`src/rtl/seg_pkg.sv`:
```
// Shared types and constants for the two-digit seven-segment scanner.
// Segment patterns are {g,f,e,d,c,b,a} and active low.
// Anode patterns are active low: bit 0 is the ones digit and bit 1 is the tenths digit.
package seg_pkg;

    typedef enum logic [1:0] {
        ONES   = 2'd0,
        GAP0   = 2'd1,
        TENTHS = 2'd2,
        GAP1   = 2'd3
    } scan_state_t;

    localparam logic [6:0] SEG_0     = 7'b1000000;
    localparam logic [6:0] SEG_1     = 7'b1111001;
    localparam logic [6:0] SEG_2     = 7'b0100100;
    localparam logic [6:0] SEG_3     = 7'b0110000;
    localparam logic [6:0] SEG_4     = 7'b0011001;
    localparam logic [6:0] SEG_5     = 7'b0010010;
    localparam logic [6:0] SEG_6     = 7'b0000010;
    localparam logic [6:0] SEG_7     = 7'b1111000;
    localparam logic [6:0] SEG_8     = 7'b0000000;
    localparam logic [6:0] SEG_9     = 7'b0010000;
    localparam logic [6:0] SEG_E     = 7'b0000110;
    localparam logic [6:0] SEG_BLANK = 7'h7F;

    localparam logic [1:0] AN_ONES   = 2'b10;
    localparam logic [1:0] AN_TENTHS = 2'b01;
    localparam logic [1:0] AN_OFF    = 2'b11;

endpackage

```
`src/rtl/seg7_decode.sv`:
```
// Combinational digit-to-segment decoder.
// All 8 input bits are compared, so any value above 9 shows 'E'.
module seg7_decode
    import seg_pkg::*;
(
    input  logic [7:0] i_digit,
    output logic [6:0] o_seg
);

    // Map the digit value to its active-low segment pattern.
    always_comb begin
        o_seg = SEG_E;
        case (i_digit)
            8'd0:    o_seg = SEG_0;
            8'd1:    o_seg = SEG_1;
            8'd2:    o_seg = SEG_2;
            8'd3:    o_seg = SEG_3;
            8'd4:    o_seg = SEG_4;
            8'd5:    o_seg = SEG_5;
            8'd6:    o_seg = SEG_6;
            8'd7:    o_seg = SEG_7;
            8'd8:    o_seg = SEG_8;
            8'd9:    o_seg = SEG_9;
            default: o_seg = SEG_E;
        endcase
    end

endmodule

```
`src/rtl/seg_display_scan.sv`:
```
// Two-digit time-multiplexed seven-segment driver that displays "X.Y".
// A digit pair is taken through a valid/ready handshake into a one-entry
// pending buffer. The pending pair moves to the display registers only at a
// frame boundary (GAP1 -> ONES), so the display never tears.
// Optional feature: define SEG_DIM_EN to add the brightness port and PWM
// dimming of the active anode.
module seg_display_scan
    import seg_pkg::*;
#(
    parameter int unsigned REFRESH_DIV = 50000,
    parameter int unsigned GUARD       = 500
) (
    input  logic       clock,
    input  logic       resetn,
    input  logic       in_valid,
    output logic       in_ready,
    input  logic [7:0] ones_digit,
    input  logic [7:0] tenths_digit,
`ifdef SEG_DIM_EN
    input  logic [3:0] brightness,
`endif
    output logic [6:0] seg,
    output logic       dp,
    output logic [1:0] an
);

    localparam int unsigned CW = $clog2((REFRESH_DIV > GUARD) ? REFRESH_DIV : GUARD);
    localparam logic [CW-1:0] LD_SLOT = CW'(REFRESH_DIV - 1);
    localparam logic [CW-1:0] LD_GAP  = CW'(GUARD - 1);

    scan_state_t r_state;
    logic [CW-1:0] r_cnt;

    logic       r_pend_full;
    logic       r_in_ready;
    logic       r_disp_loaded;
    logic [7:0] r_pend_ones;
    logic [7:0] r_pend_tenths;
    logic [7:0] r_disp_ones;
    logic [7:0] r_disp_tenths;

    logic [6:0] r_seg;
    logic       r_dp;
    logic [1:0] r_an;

    logic       w_boundary;
    logic       w_accept;
    logic [7:0] w_digit;
    logic [6:0] w_seg;
    logic       w_an_on;

    assign w_boundary = (r_state == GAP1) && (r_cnt == '0);
    assign w_accept   = in_valid && r_in_ready;
    assign w_digit    = (r_state == TENTHS) ? r_disp_tenths : r_disp_ones;

    assign in_ready = r_in_ready;
    assign seg      = r_seg;
    assign dp       = r_dp;
    assign an       = r_an;

    seg7_decode u_decode (
        .i_digit (w_digit),
        .o_seg   (w_seg)
    );

`ifdef SEG_DIM_EN
    logic [3:0] r_pwm_cnt;

    // Free-running PWM phase counter for anode dimming.
    always_ff @(posedge clock or negedge resetn) begin
        if (!resetn) begin
            r_pwm_cnt <= '0;
        end else begin
            r_pwm_cnt <= r_pwm_cnt + 4'd1;
        end
    end

    assign w_an_on = (brightness == 4'hF) || (r_pwm_cnt < brightness);
`else
    assign w_an_on = 1'b1;
`endif

    // Scan sequencer: one down-counter, reloaded on every state change.
    always_ff @(posedge clock or negedge resetn) begin
        if (!resetn) begin
            r_state <= ONES;
            r_cnt   <= LD_SLOT;
        end else if (r_cnt == '0) begin
            case (r_state)
                ONES:    begin r_state <= GAP0;   r_cnt <= LD_GAP;  end
                GAP0:    begin r_state <= TENTHS; r_cnt <= LD_SLOT; end
                TENTHS:  begin r_state <= GAP1;   r_cnt <= LD_GAP;  end
                default: begin r_state <= ONES;   r_cnt <= LD_SLOT; end
            endcase
        end else begin
            r_cnt <= r_cnt - 1'b1;
        end
    end

    // Handshake capture into the pending buffer and hand-off at the frame boundary.
    // A capture needs pending to be empty and a hand-off needs it full, so the two never coincide.
    always_ff @(posedge clock or negedge resetn) begin
        if (!resetn) begin
            r_pend_full   <= 1'b0;
            r_in_ready    <= 1'b1;
            r_disp_loaded <= 1'b0;
            r_pend_ones   <= '0;
            r_pend_tenths <= '0;
            r_disp_ones   <= '0;
            r_disp_tenths <= '0;
        end else if (w_accept) begin
            r_pend_ones   <= ones_digit;
            r_pend_tenths <= tenths_digit;
            r_pend_full   <= 1'b1;
            r_in_ready    <= 1'b0;
        end else if (w_boundary && r_pend_full) begin
            r_disp_ones   <= r_pend_ones;
            r_disp_tenths <= r_pend_tenths;
            r_disp_loaded <= 1'b1;
            r_pend_full   <= 1'b0;
            r_in_ready    <= 1'b1;
        end
    end

    // Registered display outputs. They follow the scan state one cycle later.
    always_ff @(posedge clock or negedge resetn) begin
        if (!resetn) begin
            r_an  <= AN_OFF;
            r_seg <= SEG_BLANK;
            r_dp  <= 1'b1;
        end else if (!r_disp_loaded) begin
            r_an  <= AN_OFF;
            r_seg <= SEG_BLANK;
            r_dp  <= 1'b1;
        end else begin
            case (r_state)
                ONES: begin
                    r_an  <= w_an_on ? AN_ONES : AN_OFF;
                    r_seg <= w_seg;
                    r_dp  <= 1'b0;
                end
                TENTHS: begin
                    r_an  <= w_an_on ? AN_TENTHS : AN_OFF;
                    r_seg <= w_seg;
                    r_dp  <= 1'b1;
                end
                default: begin
                    r_an  <= AN_OFF;
                    r_seg <= SEG_BLANK;
                    r_dp  <= 1'b1;
                end
            endcase
        end
    end

endmodule

```
`config.mk`:
```
export PLATFORM = sky130hd
export DESIGN_NAME = seg_display_scan
export DESIGN_NICKNAME = d
export VERILOG_FILES = /design/src/rtl/seg_pkg.sv /design/src/rtl/seg7_decode.sv /design/src/rtl/seg_display_scan.sv
export SDC_FILE = /design/constraint.sdc
export NUM_CORES = 1
export LEC_CHECK = 0
export CORE_UTILIZATION = 30
export DETAILED_ROUTE_END_ITERATION = 8
export DONT_BUFFER_PORTS = 1
export PLACE_DENSITY = 0.43
export RECOVER_POWER = 50
export SLEW_MARGIN = 5
export SYNTH_ARGS = -nofsm -noshare
export SYNTH_HDL_FRONTEND = slang
export SYNTH_SLANG_ARGS = --single-unit
```
`constraint.sdc`:
```
create_clock -name clock -period 4.47 [get_ports clock]
set_clock_uncertainty 0.1 [all_clocks]
set_input_delay 0.894 -clock clock [delete_from_list [all_inputs] [get_ports clock]]
set_output_delay 0.894 -clock clock [all_outputs]
set_load 0.005 [all_outputs]
```
### Word-level counts from Yosys, hierarchy flattened

Memories as Yosys holds them, arrays and structs flattened.
Cells that the tools add are included.

* flip-flop bits (word level): 63
* bits in read-only memories: 112
* output and inout port bits: 11
* memories kept: 1

Memories
* (no name shown): depth 16, width 7, rd ports 1, clocked after Yosys merged registers in 0, wr ports 0, line seg7_decode.sv:13 `case (i_digit)`

* add/subtract/negate cells: 1
* equality and inequality tests: 3
* muxes and demuxes: 15
* bitwise logic cells: 1
* reduce and logical (&&, ||, !) cells: 9

Operator list (number)
* 16-bit 2-to-1 mux: 2
* 7-bit 2-to-1 mux: 3
* 16-bit zero test: 1
* 16-bit by 1-bit subtractor with 16-bit output (second input constant): 1
* 8-bit 2-to-1 mux: 1
* 1-bit 2-to-1 mux: 6
* 2-bit case mux with 3 select lines: 1
* 2-bit equality test (second input constant): 2
* 4-bit zero test: 1
* 2-bit case mux with 2 select lines: 1
* 1-bit logical AND: 3
* 2-bit by 1-bit equality test with 1-bit output (second input constant): 1
* 2-bit zero test: 1
* 2-bit 2-to-1 mux: 1
* 2-bit AND reduction: 1
* 2-bit nonzero test: 1
* 2-bit OR reduction: 1
* 1-bit NOT: 1

### Logic depth before layout (Yosys ltp)

* word-level depth: 6
* gate-level depth with buffers: 9
* gate-level depth less buffers: 8

### Cells and area by module

Synthesis repeated with hierarchy kept, for this count alone.

* cell total of the unflattened synthesis: 233
* area total of the unflattened synthesis: 2922.8 sq um

By module, submodules not included
* seg_display_scan: times used 1, cells an instance 203, area an instance 2708.8 sq um, seq. area each 1601.5 sq um
* seg7_decode: times used 1, cells an instance 30, area an instance 214.0 sq um, seq. area each 0.0 sq um

### Least setup slack after synthesis

OpenSTA, ideal clock, no wires.

* kind: reg2reg
* from: register r_cnt[5]
* to: register r_disp_ones[0]
* library setup time: 125 ps
* arrival time: 2006 ps
* data required time: 4245 ps
* path slack: 2239 ps
* cell stages (with the launch flop): 6
* period minus slack after synthesis: 2231 ps
* path through: dfrtp_1 > or4_4 > nor4_4 > nand3_4 > buf_6 > mux2_4

* cells in the longest elaborated chain, start to end: 4

RTL lines
* start: declaration: line seg_display_scan.sv:32 `logic [CW-1:0] r_cnt;`
* start signal: assignment: line seg_display_scan.sv:96 `r_cnt <= r_cnt - 1'b1;`
* 16-bit zero test: line seg_display_scan.sv:52 `assign w_boundary = (r_state == GAP1) && (r_cnt == '0);`
* 1-bit logical AND: line seg_display_scan.sv:52
* 1-bit logical AND: line seg_display_scan.sv:116 `end else if (w_boundary && r_pend_full) begin`
* 2-bit AND reduction (no source line)
* end signal: assignment: line seg_display_scan.sv:117 `r_disp_ones <= r_pend_ones;`
* end: declaration: line seg_display_scan.sv:39 `logic [7:0] r_disp_ones;`

Every way passes these cells.
A chain may end at the register's enable or synchronous reset.

### Worst setup path after layout

* from: register r_state[0]
* to: register r_seg[1], in the netlist seg[1]

* cells in the longest elaborated chain, start to end: 6
* elaborated cells between the ends (all ways): 9
* classes of those cells: eq/ne: 1; mux: 4; reduce/logical: 3; memory: 1

RTL lines
* start: declaration: line seg_display_scan.sv:31 `scan_state_t r_state;`
* start signal: assignment: line seg_display_scan.sv:86 `r_state <= ONES;`
* start signal: assignment: line seg_display_scan.sv:90 `ONES: begin r_state <= GAP0; r_cnt <= LD_GAP; end`
* start signal: assignment: line seg_display_scan.sv:91 `GAP0: begin r_state <= TENTHS; r_cnt <= LD_SLOT; end`
* 2-bit equality test: line seg_display_scan.sv:54, seg_display_scan.sv:136
* 8-bit 2-to-1 mux: line seg_display_scan.sv:54 `assign w_digit = (r_state == TENTHS) ? r_disp_tenths : r_disp_ones;`
* memory read 16 x 7 bit or 4-bit zero test (tied branches)
* 7-bit 2-to-1 mux: line seg7_decode.sv:13
* 7-bit 2-to-1 mux *: line seg_display_scan.sv:136 `case (r_state)`
* 7-bit 2-to-1 mux *: line seg_display_scan.sv:131 `end else if (!r_disp_loaded) begin`
* end signal: assignment: line seg_display_scan.sv:139 `r_seg <= w_seg;`
* end signal: assignment: line seg_display_scan.sv:144 `r_seg <= w_seg;`
* end: declaration: line seg_display_scan.sv:42 `logic [6:0] r_seg;`

Mark *: on every way between the ends. The rest lies on a longest branch, timed or not.

==> results.sh <==
export IMPL_core_um2=9328
export IMPL_postCtsSetupRepairBufs=0
export IMPL_finalHoldViolCount=0
export IMPL_most_common_library_cells_after_synthesis="dfrtp_1 (43), mux2_2 (26), dfstp_2 (20)"
export IMPL_max_clock_freq_mhz=395.9
export IMPL_area_growth_synth_to_final_pct=12.34
export IMPL_synth_most_common_cell="dfrtp_1"
export IMPL_fin_tns_setup_ns=0
export IMPL_ys_async_sr_fraction_pct=100.0
export IMPL_place_detailed_hpwl_um=3591
export IMPL_yosys_register_bits=63
export IMPL_floorplan_die_height_um=100.5
export IMPL_grt_overflow=0
export IMPL_cts_hold_repair_buffers=0
export IMPL_placement_cell_area_um2=3042
export IMPL_post_cts_resized=0
export IMPL_crit_chain="inv_1, ha_1, mux2i_1, inv_1, ha_1, o21a_1, o21ai_0"
export IMPL_synth_cell_area_um2=2910
export IMPL_clock_sink_count=63
export IMPL_tritoncts="done"
export IMPL_minimum_setup_slack_in_the_final_design_ns=1.944
export IMPL_wirelength_um=5337
export IMPL_cap_viol_max_count=0
export IMPL_critical_path_arrival_ns=2.69
export IMPL_timing_critical_path_required_ns=4.64
export IMPL_dpl_worst_slack_ns=1.810
export IMPL_post_synthesis_cell_type_with_the_largest_combined_area="dfrtp_1"
export IMPL_fp_dieW_um=100.5
export IMPL_synthTopCellsByArea="dfrtp_1 (37%), dfstp_2 (18%), mux2_2 (10%), ha_1 (5.6%), mux2_4 (4.1%)"
export IMPL_grt_pass1_wl_um=8990
export IMPL_synth_fp_nets=264
export IMPL_power_density_nw_per_um2=358.3
export IMPL_timing_critical_path_buf_inv=2
export IMPL_synth_flop_cell="dfrtp_1"
export IMPL_vias=1721
export IMPL_grt_max_degree=64
export IMPL_first_iter_violations=47
export IMPL_i_o_pin_count=30
export IMPL_utilization_pct=35.05
export IMPL_critPathSlowestCell="mux2i_1"
export IMPL_layout_drive_gt1_share_pct=30.17
export IMPL_synth_edf_count=0
export IMPL_syn_instance_count=232
export IMPL_family_with_the_most_delay_on_the_worst_path="adder cells"
export IMPL_multiInputGateArea_um2=1249
export IMPL_routed_via_density=4.639
export IMPL_peak_fanout_along_the_critical_path=8
export IMPL_synth_seq_area_share_pct=55.03
export IMPL_drt_pass1_iter_count=4
export IMPL_placement_rows=35
export IMPL_crit_path_max_incr_delay_ns=0.59
export IMPL_synth_distinct_cells=43
export IMPL_final_report_setup_violation_count=0
export IMPL_worst_slew_pin_slew_ns=0.9187
export IMPL_drt_drc_violations_left=0
export IMPL_crit_path_start_kind="flop"
export IMPL_fin_nets=269
export IMPL_min_period_over_period_pct=56.50
export IMPL_critical_path_sink_type="flop"
export IMPL_p_leak_nw=1.485
export IMPL_routedWlPerCell_um=14.39
export IMPL_gr_usage_all_layers_pct=12.08
export IMPL_final_min_clock_period_ns=2.526
export IMPL_io_buffer_count=0
export IMPL_relSlewSlack_pct=38.29
export IMPL_total_power_mw=1.171
export IMPL_cts_max_level=3
export IMPL_antenna_found_initial=0
export IMPL_finalWeightedCongestion=0.7422
export IMPL_hold_path_class="primary input to async pin"
export IMPL_grt_pass1_vias=1781
export IMPL_final_max_slew_violation_count=0
export IMPL_syn_avg_cell_area_um2=12.54
export IMPL_clk_pin_slew_ns=0.08
export IMPL_yosysWarningCount=0
export IMPL_outcome="finished, final reports clean"
export IMPL_initial_utilization_pct=31.20
export IMPL_fin_area_um2=3269
export IMPL_ctsLongestPathBuffers=2
export IMPL_number_of_inserted_diodes=0
export IMPL_source_to_sink_clock_delay_at_the_later_pin_of_the_worst_skew_pair_ns=0.34
export IMPL_cts_root_buffer_cell="clkbuf_8"
export IMPL_postRouteAntennaNets=0
export IMPL_critPathKind="flop to flop"
export IMPL_seq_area_um2=1602
export IMPL_unrepaired_setup_endpoints_after_global_routing="false"
export IMPL_final_fill_count=932
export IMPL_cts_buffers=9
export IMPL_netlist_area_leader_share_pct=36.97
export IMPL_design_die_area_um2=10100
export IMPL_max_vdd_ir_drop_mv=0.1658
==> cell families (layout without fill, tap and decap cells) <==
| kind of cell | count (synthesis) | count (layout) | share of synthesized area [%] |
|---|---|---|---|
| buffers and inverters | 14 | 24 | 2.064 |
| adders and majority gates | 13 | 13 | 5.589 |
| muxes | 38 | 38 | 15.56 |
| DFF | 63 | 63 | 55.03 |
| xor gates and xnor gates | 10 | 10 | 3.009 |
| and+or+nand+nor | 61 | 61 | 12.30 |
| AOI/OAI and AO/OA | 33 | 33 | 6.450 |
==> through the flow <==
step / instances / hold WS (ns)
after global placement: 355 / 0.3510
final: 371 / 0.1380
after floorplan: 232 / 0.3213
after CTS: 371 / 0.1098
after global routing: 371 / 0.09929
after detailed placement: 355 / 0.3546
==> path summary, 6_finish.rpt <==
path / start / to / slack, ns / depth (start not counted)
worst max-delay path: r_state[0]$_DFFE_PN0P_ / seg[1]$_DFF_PN1_ / 1.94 / 7
worst min-delay path: resetn / r_pend_ones[2]$_DFFE_PN0P_ / 0.14 / 0
worst max register to register: r_state[0]$_DFFE_PN0P_ / seg[1]$_DFF_PN1_ / 1.94 / 7
worst min register to register: r_cnt[0]$_DFF_PN1_ / r_cnt[0]$_DFF_PN1_ / 0.37 / 1
max in group asynchronous: resetn / in_ready$_DFFE_PN1P_ / 3.94 / 0
min in group clock: r_cnt[0]$_DFF_PN1_ / r_cnt[0]$_DFF_PN1_ / 0.37 / 1
==> layout by cell type (no fill, tap or decap), types with 2 or more instances in the layout <==
master	n
mux2_2	26
nand2b_1	2
clkbuf_8	9
dfstp_2	19
dfrtp_1	43
nor4_1	5
bufinv_16	2
inv_1	8
ha_1	13
a21oi_1	14
nand3_1	7
xor2_1	5
or4_1	3
o21ai_0	11
nor3_1	4
nor2b_1	2
clkinv_4	2
nand2_1	10
nand4_1	2
xnor2_1	5
nor2_1	13
mux2_4	8
inv_6	3
mux2i_1	4
==> power by group <==
part / switching, mW / internal [mW]
clock network: 0.246 / 0.322
logic: 0.00327 / 0.00961
registers: 0.00709 / 0.584
total: 0.256 / 0.915
==> state kept, by name (all words and copies together) (netlist names), 2 cells and up <==
signal         cells
r_pend_ones        8
r_state            2
r_disp_ones        8
an                 2
r_cnt             16
r_pend_tenths      8
r_disp_tenths      8
seg                7
==> area by class of cell <==
cell class | count | share of cell area [%]
Clock buffer | 9 | 3.789
Clock inverter | 7 | 3.176
Inverter | 8 | 0.9185
Multi-Input combinational cell | 155 | 38.19
Sequential cell | 63 | 48.99
Tap cell | 129 | 4.937
==> routing by layer <==
metal | vias to the layer above | share of wire, % | global-route usage (%)
li1 | 835 | - | -
met1 | 848 | 51 | 16.62
met2 | 32 | 42 | 16.54
met3 | 6 | 5.5 | 5.340
met4 | 0 | 1.3 | 4.682
met5 | - | 0 | 0
Note: power is estimated with default switching activity, not from simulation.
